--- config.mk ---
export PLATFORM = sky130hd
export DESIGN_NAME = game_state_controller
export DESIGN_NICKNAME = d
export VERILOG_FILES = /design/src/rtl/game_state_controller_pkg.sv /design/src/rtl/game_state_controller_lane_enc.sv /design/src/rtl/game_state_controller.sv
export SDC_FILE = /design/constraint.sdc
export NUM_CORES = 1
export LEC_CHECK = 0
export BUFFER_PORTS_ARGS = -buffer_cell sky130_fd_sc_hd__buf_2
export CORE_MARGIN = 3
export CORE_UTILIZATION = 60
export CTS_BUF_LIST = sky130_fd_sc_hd__clkbuf_2
export CTS_CLUSTER_DIAMETER = 100
export DETAILED_ROUTE_END_ITERATION = 6
export GPL_ROUTABILITY_DRIVEN = 0
export PLACE_DENSITY = 0.89
export SLEW_MARGIN = 10
export SYNTH_ARGS = -nofsm -noshare
export SYNTH_HDL_FRONTEND = slang
export SYNTH_HIERARCHICAL = 1
export SYNTH_SLANG_ARGS = --single-unit
--- constraint.sdc ---
create_clock -name i_Clk -period 2.5 [get_ports i_Clk]
set_input_delay 0.125 -clock i_Clk [delete_from_list [all_inputs] [get_ports i_Clk]]
set_output_delay 0.125 -clock i_Clk [all_outputs]
set_load 0.03 [all_outputs]
--- src/rtl/game_state_controller_pkg.sv ---
// Shared state encodings, parameter defaults and width helper for the frog game controller.
package game_state_controller_pkg;

  typedef enum logic [2:0] {
    ST_IDLE      = 3'd0,
    ST_RUNNING   = 3'd1,
    ST_DYING     = 3'd2,
    ST_GAME_OVER = 3'd3,
    ST_PAUSED    = 3'd4
  } state_t;

  localparam int NUM_LANES_DEF  = 4;
  localparam int NUM_LIVES_DEF  = 3;
  localparam int SCORE_MAX_DEF  = 9;
  localparam int LEVEL_MAX_DEF  = 7;
  localparam int DEATH_HOLD_DEF = 25_000_000;

  // Index width that stays legal for a single-entry range.
  function automatic int idx_w(input int n);
    return (n > 1) ? $clog2(n) : 1;
  endfunction

endpackage

--- src/rtl/game_state_controller_lane_enc.sv ---
// Lowest-set-bit encoder over the per-lane collision flags, plus an any-hit flag.
module game_state_controller_lane_enc
  import game_state_controller_pkg::*;
#(
  parameter int NUM_LANES = NUM_LANES_DEF,
  parameter int IW        = idx_w(NUM_LANES)
) (
  input  logic [NUM_LANES-1:0] collide,
  output logic [IW-1:0]        idx,
  output logic                 any
);

  assign any = |collide;

  // Scan high to low so the last assignment is the lowest set lane.
  always_comb begin
    idx = '0;
    for (int i = NUM_LANES - 1; i >= 0; i--)
      if (collide[i]) idx = IW'(i);
  end

endmodule

--- src/rtl/game_state_controller.sv ---
// Game flow FSM: start, lives, score/level, death hold and game over.
// Optional pause (RUNNING <-> PAUSED on i_Pause edges) is built only with GAME_PAUSE_EN.
module game_state_controller
  import game_state_controller_pkg::*;
#(
  parameter int NUM_LANES  = NUM_LANES_DEF,
  parameter int NUM_LIVES  = NUM_LIVES_DEF,
  parameter int SCORE_MAX  = SCORE_MAX_DEF,
  parameter int LEVEL_MAX  = LEVEL_MAX_DEF,
  parameter int DEATH_HOLD = DEATH_HOLD_DEF
) (
  input  logic                         i_Clk,
  input  logic                         i_Rst_L,
  input  logic                         i_Start,
  input  logic [NUM_LANES-1:0]         i_Collide,
  input  logic                         i_Frog_Home,
  input  logic                         i_Pause,
  output logic [2:0]                   o_State,
  output logic                         o_Game_Active,
  output logic [2:0]                   o_Lives,
  output logic [3:0]                   o_Score,
  output logic [2:0]                   o_Level,
  output logic                         o_Level_Up,
  output logic                         o_Respawn,
  output logic [idx_w(NUM_LANES)-1:0]  o_Hit_Lane
);

  localparam int HW = idx_w(NUM_LANES);
  localparam int CW = idx_w(DEATH_HOLD);

  state_t         state;
  logic           start_q;
  logic [CW-1:0]  die_cnt;
  logic           any_hit;
  logic [HW-1:0]  hit_idx;
  logic           start_rise;

  assign start_rise = i_Start & ~start_q;
  assign o_State    = state;

`ifdef GAME_PAUSE_EN
  logic pause_q;
  logic pause_rise;
  assign pause_rise = i_Pause & ~pause_q;
`else
  logic unused_pause;
  assign unused_pause = i_Pause;
`endif

  game_state_controller_lane_enc #(.NUM_LANES(NUM_LANES), .IW(HW)) u_lane_enc (
    .collide (i_Collide),
    .idx     (hit_idx),
    .any     (any_hit)
  );

  always_ff @(posedge i_Clk) begin
    if (!i_Rst_L) begin
      state         <= ST_IDLE;
      o_Game_Active <= 1'b0;
      o_Lives       <= '0;
      o_Score       <= '0;
      o_Level       <= '0;
      o_Level_Up    <= 1'b0;
      o_Respawn     <= 1'b0;
      o_Hit_Lane    <= '0;
      die_cnt       <= '0;
      // Edge register starts high so a start switch held through reset is not an edge.
      start_q       <= 1'b1;
`ifdef GAME_PAUSE_EN
      pause_q       <= 1'b1;
`endif
    end else begin
      start_q    <= i_Start;
      o_Level_Up <= 1'b0;
      o_Respawn  <= 1'b0;
`ifdef GAME_PAUSE_EN
      pause_q    <= i_Pause;
`endif
      case (state)
        ST_IDLE: begin
          if (start_rise) begin
            state         <= ST_RUNNING;
            o_Game_Active <= 1'b1;
            o_Lives       <= 3'(NUM_LIVES);
            o_Score       <= '0;
            o_Level       <= '0;
            o_Respawn     <= 1'b1;
          end
        end
        ST_RUNNING: begin
`ifdef GAME_PAUSE_EN
          if (pause_rise) begin
            state         <= ST_PAUSED;
            o_Game_Active <= 1'b0;
          end else
`endif
          if (any_hit) begin
            state         <= ST_DYING;
            o_Game_Active <= 1'b0;
            if (o_Lives != 3'd0) o_Lives <= o_Lives - 3'd1;
            o_Hit_Lane    <= hit_idx;
            die_cnt       <= '0;
          end else if (i_Frog_Home) begin
            o_Level_Up <= 1'b1;
            o_Respawn  <= 1'b1;
            if (o_Score == 4'(SCORE_MAX)) begin
              o_Score <= '0;
              if (o_Level != 3'(LEVEL_MAX)) o_Level <= o_Level + 3'd1;
            end else begin
              o_Score <= o_Score + 4'd1;
            end
          end
        end
        ST_DYING: begin
          if (die_cnt == CW'(DEATH_HOLD - 1)) begin
            die_cnt <= '0;
            if (o_Lives == 3'd0) begin
              state <= ST_GAME_OVER;
            end else begin
              state         <= ST_RUNNING;
              o_Game_Active <= 1'b1;
              o_Respawn     <= 1'b1;
            end
          end else begin
            die_cnt <= die_cnt + 1'b1;
          end
        end
        ST_GAME_OVER: begin
          if (!i_Start) state <= ST_IDLE;
        end
`ifdef GAME_PAUSE_EN
        ST_PAUSED: begin
          if (pause_rise) begin
            state         <= ST_RUNNING;
            o_Game_Active <= 1'b1;
          end
        end
`endif
        default: begin
          state         <= ST_IDLE;
          o_Game_Active <= 1'b0;
        end
      endcase
    end
  end

endmodule
==> out/qor.csv <==
stage,metric,value,unit
outcome,status,"complete, no violations",
synthesis,"top cells by count, synth","dfxtp_1 (43), nand2_1 (32), nor2_1 (27)",
synthesis,flop and latch count out of synthesis,43,
cts,post-CTS setup buffers,0,
worst_setup_path,Crit. End Element,register,
worst_setup_path,WP buf/inv,1,
worst_setup_path,worst r2r src,die_cnt[1]$_SDFFE_PN0P_,
timing,RSZ-0062 raised after global routing,false,
synthesis,ys flop type,dfxtp_1,
cts,clk_lat worst skew,0.42,ns
synthesis,Netlist Area Pre-Place,2400,µm²
worst_setup_path,Critical Path Max Stage Delay,0.38,ns
synthesis,Synth area leader,dfxtp_1,
timing,min Tclk post-route,1.94,ns
worst_setup_path,FF-to-FF path depth,7,
global_routing,met3 Use GR,0.0493,
layout,Layout Utilization,0.695,
drt,drt drc,0,
synthesis,"Avg Cell Area, Syn",8.29,µm²
global_routing,pin count of the biggest net entering global routing,32,
timing,Final setup viols,0,
placement,area of placed instances,2500,µm²
layout,final design area excluding fillers,2620,µm²
global_routing,total gr overflow,0,
hold_path,hold path start,i_Collide[3],
synthesis,top cell type's share of synthesized area,0.358,
worst_setup_path,crit start category,register,
hold_path,Hold Crit Class,input port to register,
synthesis,Post-Synthesis Cells,290,
layout,fillers,289,
cts,clock buffer count from CTS,5,
layout,combined area of the multi-input logic cells,1380,µm²
drt,drt via density,6.17,
worst_setup_path,CP max-delay cell,dfxtp_1,
synthesis,"count leader, synth",dfxtp_1,
timing,Setup TNS Final,0,ns
synthesis,Post-synth EDFFs,0,
drt,Routed WL,5140,µm
layout,Ant. Diodes,0,
global_routing,met2 Resource Use GR,0.326,
die,Ports,27,
worst_setup_path,R2R Path End,die_cnt[2]$_SDFFE_PN0P_,
timing,skew final,0.0283,ns
cts,Root Driver,clkbuf_2,
placement,pre-CTS setup slack,0.579,ns
global_routing,met1 usage,0.294,
layout,area delta synth->final,9.01,%
synthesis,synthesis warning total,6,
worst_setup_path,CP Depth,7,
worst_setup_path,Most Frequent Cell on Critical Path,and3_4,
worst_setup_path,crit path max fanout,31,
placement,post-detail-place hpwl,3670,µm
die,die area,4800,µm²
global_routing,overall routing resource usage,0.215,
global_routing,most used routing layer,met2,
die,Rows,22,
cts,post-CTS sizing,0,
drt,First-pass DRT Iterations,5,
drt,Final ANT Viol Nets,0,
synthesis,post-synthesis async set-or-reset flop share,0,
cts,clk slew on worst S/H paths,0.22,ns
power,maximum vdd drop,0.289,mV
synthesis,number of distinct library cells after synthesis,57,
die,die height,69.3,µm
cts,H-tree levels,2,
global_routing,initial antenna violation count,0,
die,Starting Density,0.637,
worst_setup_path,CP cell instances,ha_1 > and3_4 > and3_4 > a311oi_4 > buf_12 > or2b_1 > a31oi_1,
hold_path,Hold Path Stages,5,
die,Core Region,3770,µm²
worst_setup_path,CP Class,register to register,
drt,Routed wire per std cell,14.2,µm
worst_setup_path,Reg2Reg Setup Slack,0.56,ns
worst_setup_path,worst path arrival time,2.32,ns
layout,Reg area,861,µm²
placement,Port-buffer cells,24,
drt,Via Count,2228,
layout,share of cells above drive strength 1,0.166,
cts,TritonCTS clock tree,done,
synthesis,Synth area leaders,"dfxtp_1 (36%), nand2_1 (5.0%), nand3_1 (4.4%), nor2_1 (4.2%), a31oi_1 (3.6%)",
cts,clock buffer depth,2,
global_routing,first-pass GRT wire length,8760,µm
job,max-cap violations,0,
die,chip width,69.3,µm
synthesis,syn nets,306,
drt,drt first-iter violations,268,
timing,period utilization,0.777,
worst_setup_path,Crit path max-delay family,simple AND/OR/NAND/NOR gates,
global_routing,vias in the first global route,1982,
cts,# clock sinks,43,
layout,NumNets Final,329,
timing,Max Transition Viols Final,0,
power,PwrDens,459,nW/µm²
power,leakage,0.000963,µW
synthesis,"Seq/Total Area, Yosys",0.358,
timing,WHS,0.0554,ns
hold_path,WHS Endpoint,o_Hit_Lane[0]$_SDFFE_PN0P_,
cts,cts hold-fix bufs,5,
worst_setup_path,CP required,2.87,ns
timing,Max Clk Rate,0.515,GHz
timing,Fin. Hold Viols,0,
timing,Setup WS post-layout,0.558,ns
-- report_power, final --
group	internal [µW]	switching [µW]	total, µW
logic	37.7	67.0	105
registers	696	8.54	704
clock network	163	231	394
total	897	306	1200
-- state kept, by name, summed over array words and instances, names as in the netlist --
name and cells:
o_Game_Active 1, o_Level 3, o_Lives 3, o_Score 4
o_State 2, start_q 1, o_Respawn 1, o_Hit_Lane 2
die_cnt 25, o_Level_Up 1
-- per-layer routing --
metal  share of wire  routed length [µm]
met1            0.46                2360
met2            0.46                2380
met3           0.062                 321
met4           0.017                  89
met5               0                   0
-- kinds of logic (layout without fill, tap and decap cells) --
family,after synthesis,after routing,share of synthesized area
buffers and inverters,28,51,0.0692
adder cells (fa/ha/maj),7,7,0.0364
flip-flops,43,43,0.358
AND/OR/NAND/NOR,137,137,0.313
XOR/XNOR,7,7,0.0255
multiplexers,2,2,0.00833
other,1,1,0.00156
AO/OA/AOI/OAI,65,65,0.187
-- per-stage QoR --
step,std cells,power [µW]
after floorplan,290,784
after global placement,348,810
after detailed placement,348,814
after CTS,360,1210
after global routing,361,1250
final,361,1200
-- cells in the final DEF, fill, tap and decap left out, drive strengths merged, types with 2 or more instances in the layout --
cell,count
nor2b,4
a31oi,15
dlygate4sd3,6
xnor2,4
xor2,3
inv,9
nor2,27
buf,28
and2,3
a41oi,3
and4,4
nor3,4
a21oi,17
clkbuf,5
or3,2
dfxtp,43
nand4,9
nand2,32
o21ai,14
nand3,22
or2b,2
a311oi,2
nor4,6
mux2i,2
nand2b,5
a22oi,3
a22o,3
and3,9
nor4b,4
ha,7
-- worst max path at each step --
stage | slack [ns] | startpoint | end
after CTS | 0.56 | die_cnt[1]$_SDFFE_PN0P_ | die_cnt[2]$_SDFFE_PN0P_
after global routing | 0.41 | o_State[0]$_SDFFE_PN0P_ | die_cnt[18]$_SDFFE_PN0P_
final | 0.56 | die_cnt[1]$_SDFFE_PN0P_ | die_cnt[2]$_SDFFE_PN0P_
after global placement | 0.61 | die_cnt[0]$_SDFFE_PN0P_ | die_cnt[2]$_SDFFE_PN0P_
after floorplan | 0.69 | die_cnt[0]$_SDFFE_PN0P_ | die_cnt[20]$_SDFFE_PN0P_
after detailed placement | 0.58 | die_cnt[0]$_SDFFE_PN0P_ | die_cnt[2]$_SDFFE_PN0P_
-- final cells by class --
cell class,count,area share
multi-input cells,219,0.525
well taps,48,0.0229
clock inverters,2,0.0143
clock buffers,5,0.00955
repair buffers,34,0.0850
flip-flops and latches,43,0.329
inverters,10,0.0143
-- worst min-delay path, delay by kind of cell --
| family | cells | cell delay, ns |
|---|---|---|
| AND/OR/NAND/NOR | 2 | 0.13 |
| buffers and inverters | 1 | 0.10 |
| AO/OA/AOI/OAI | 2 | 0.10 |
(Power assumes the default switching activity.)
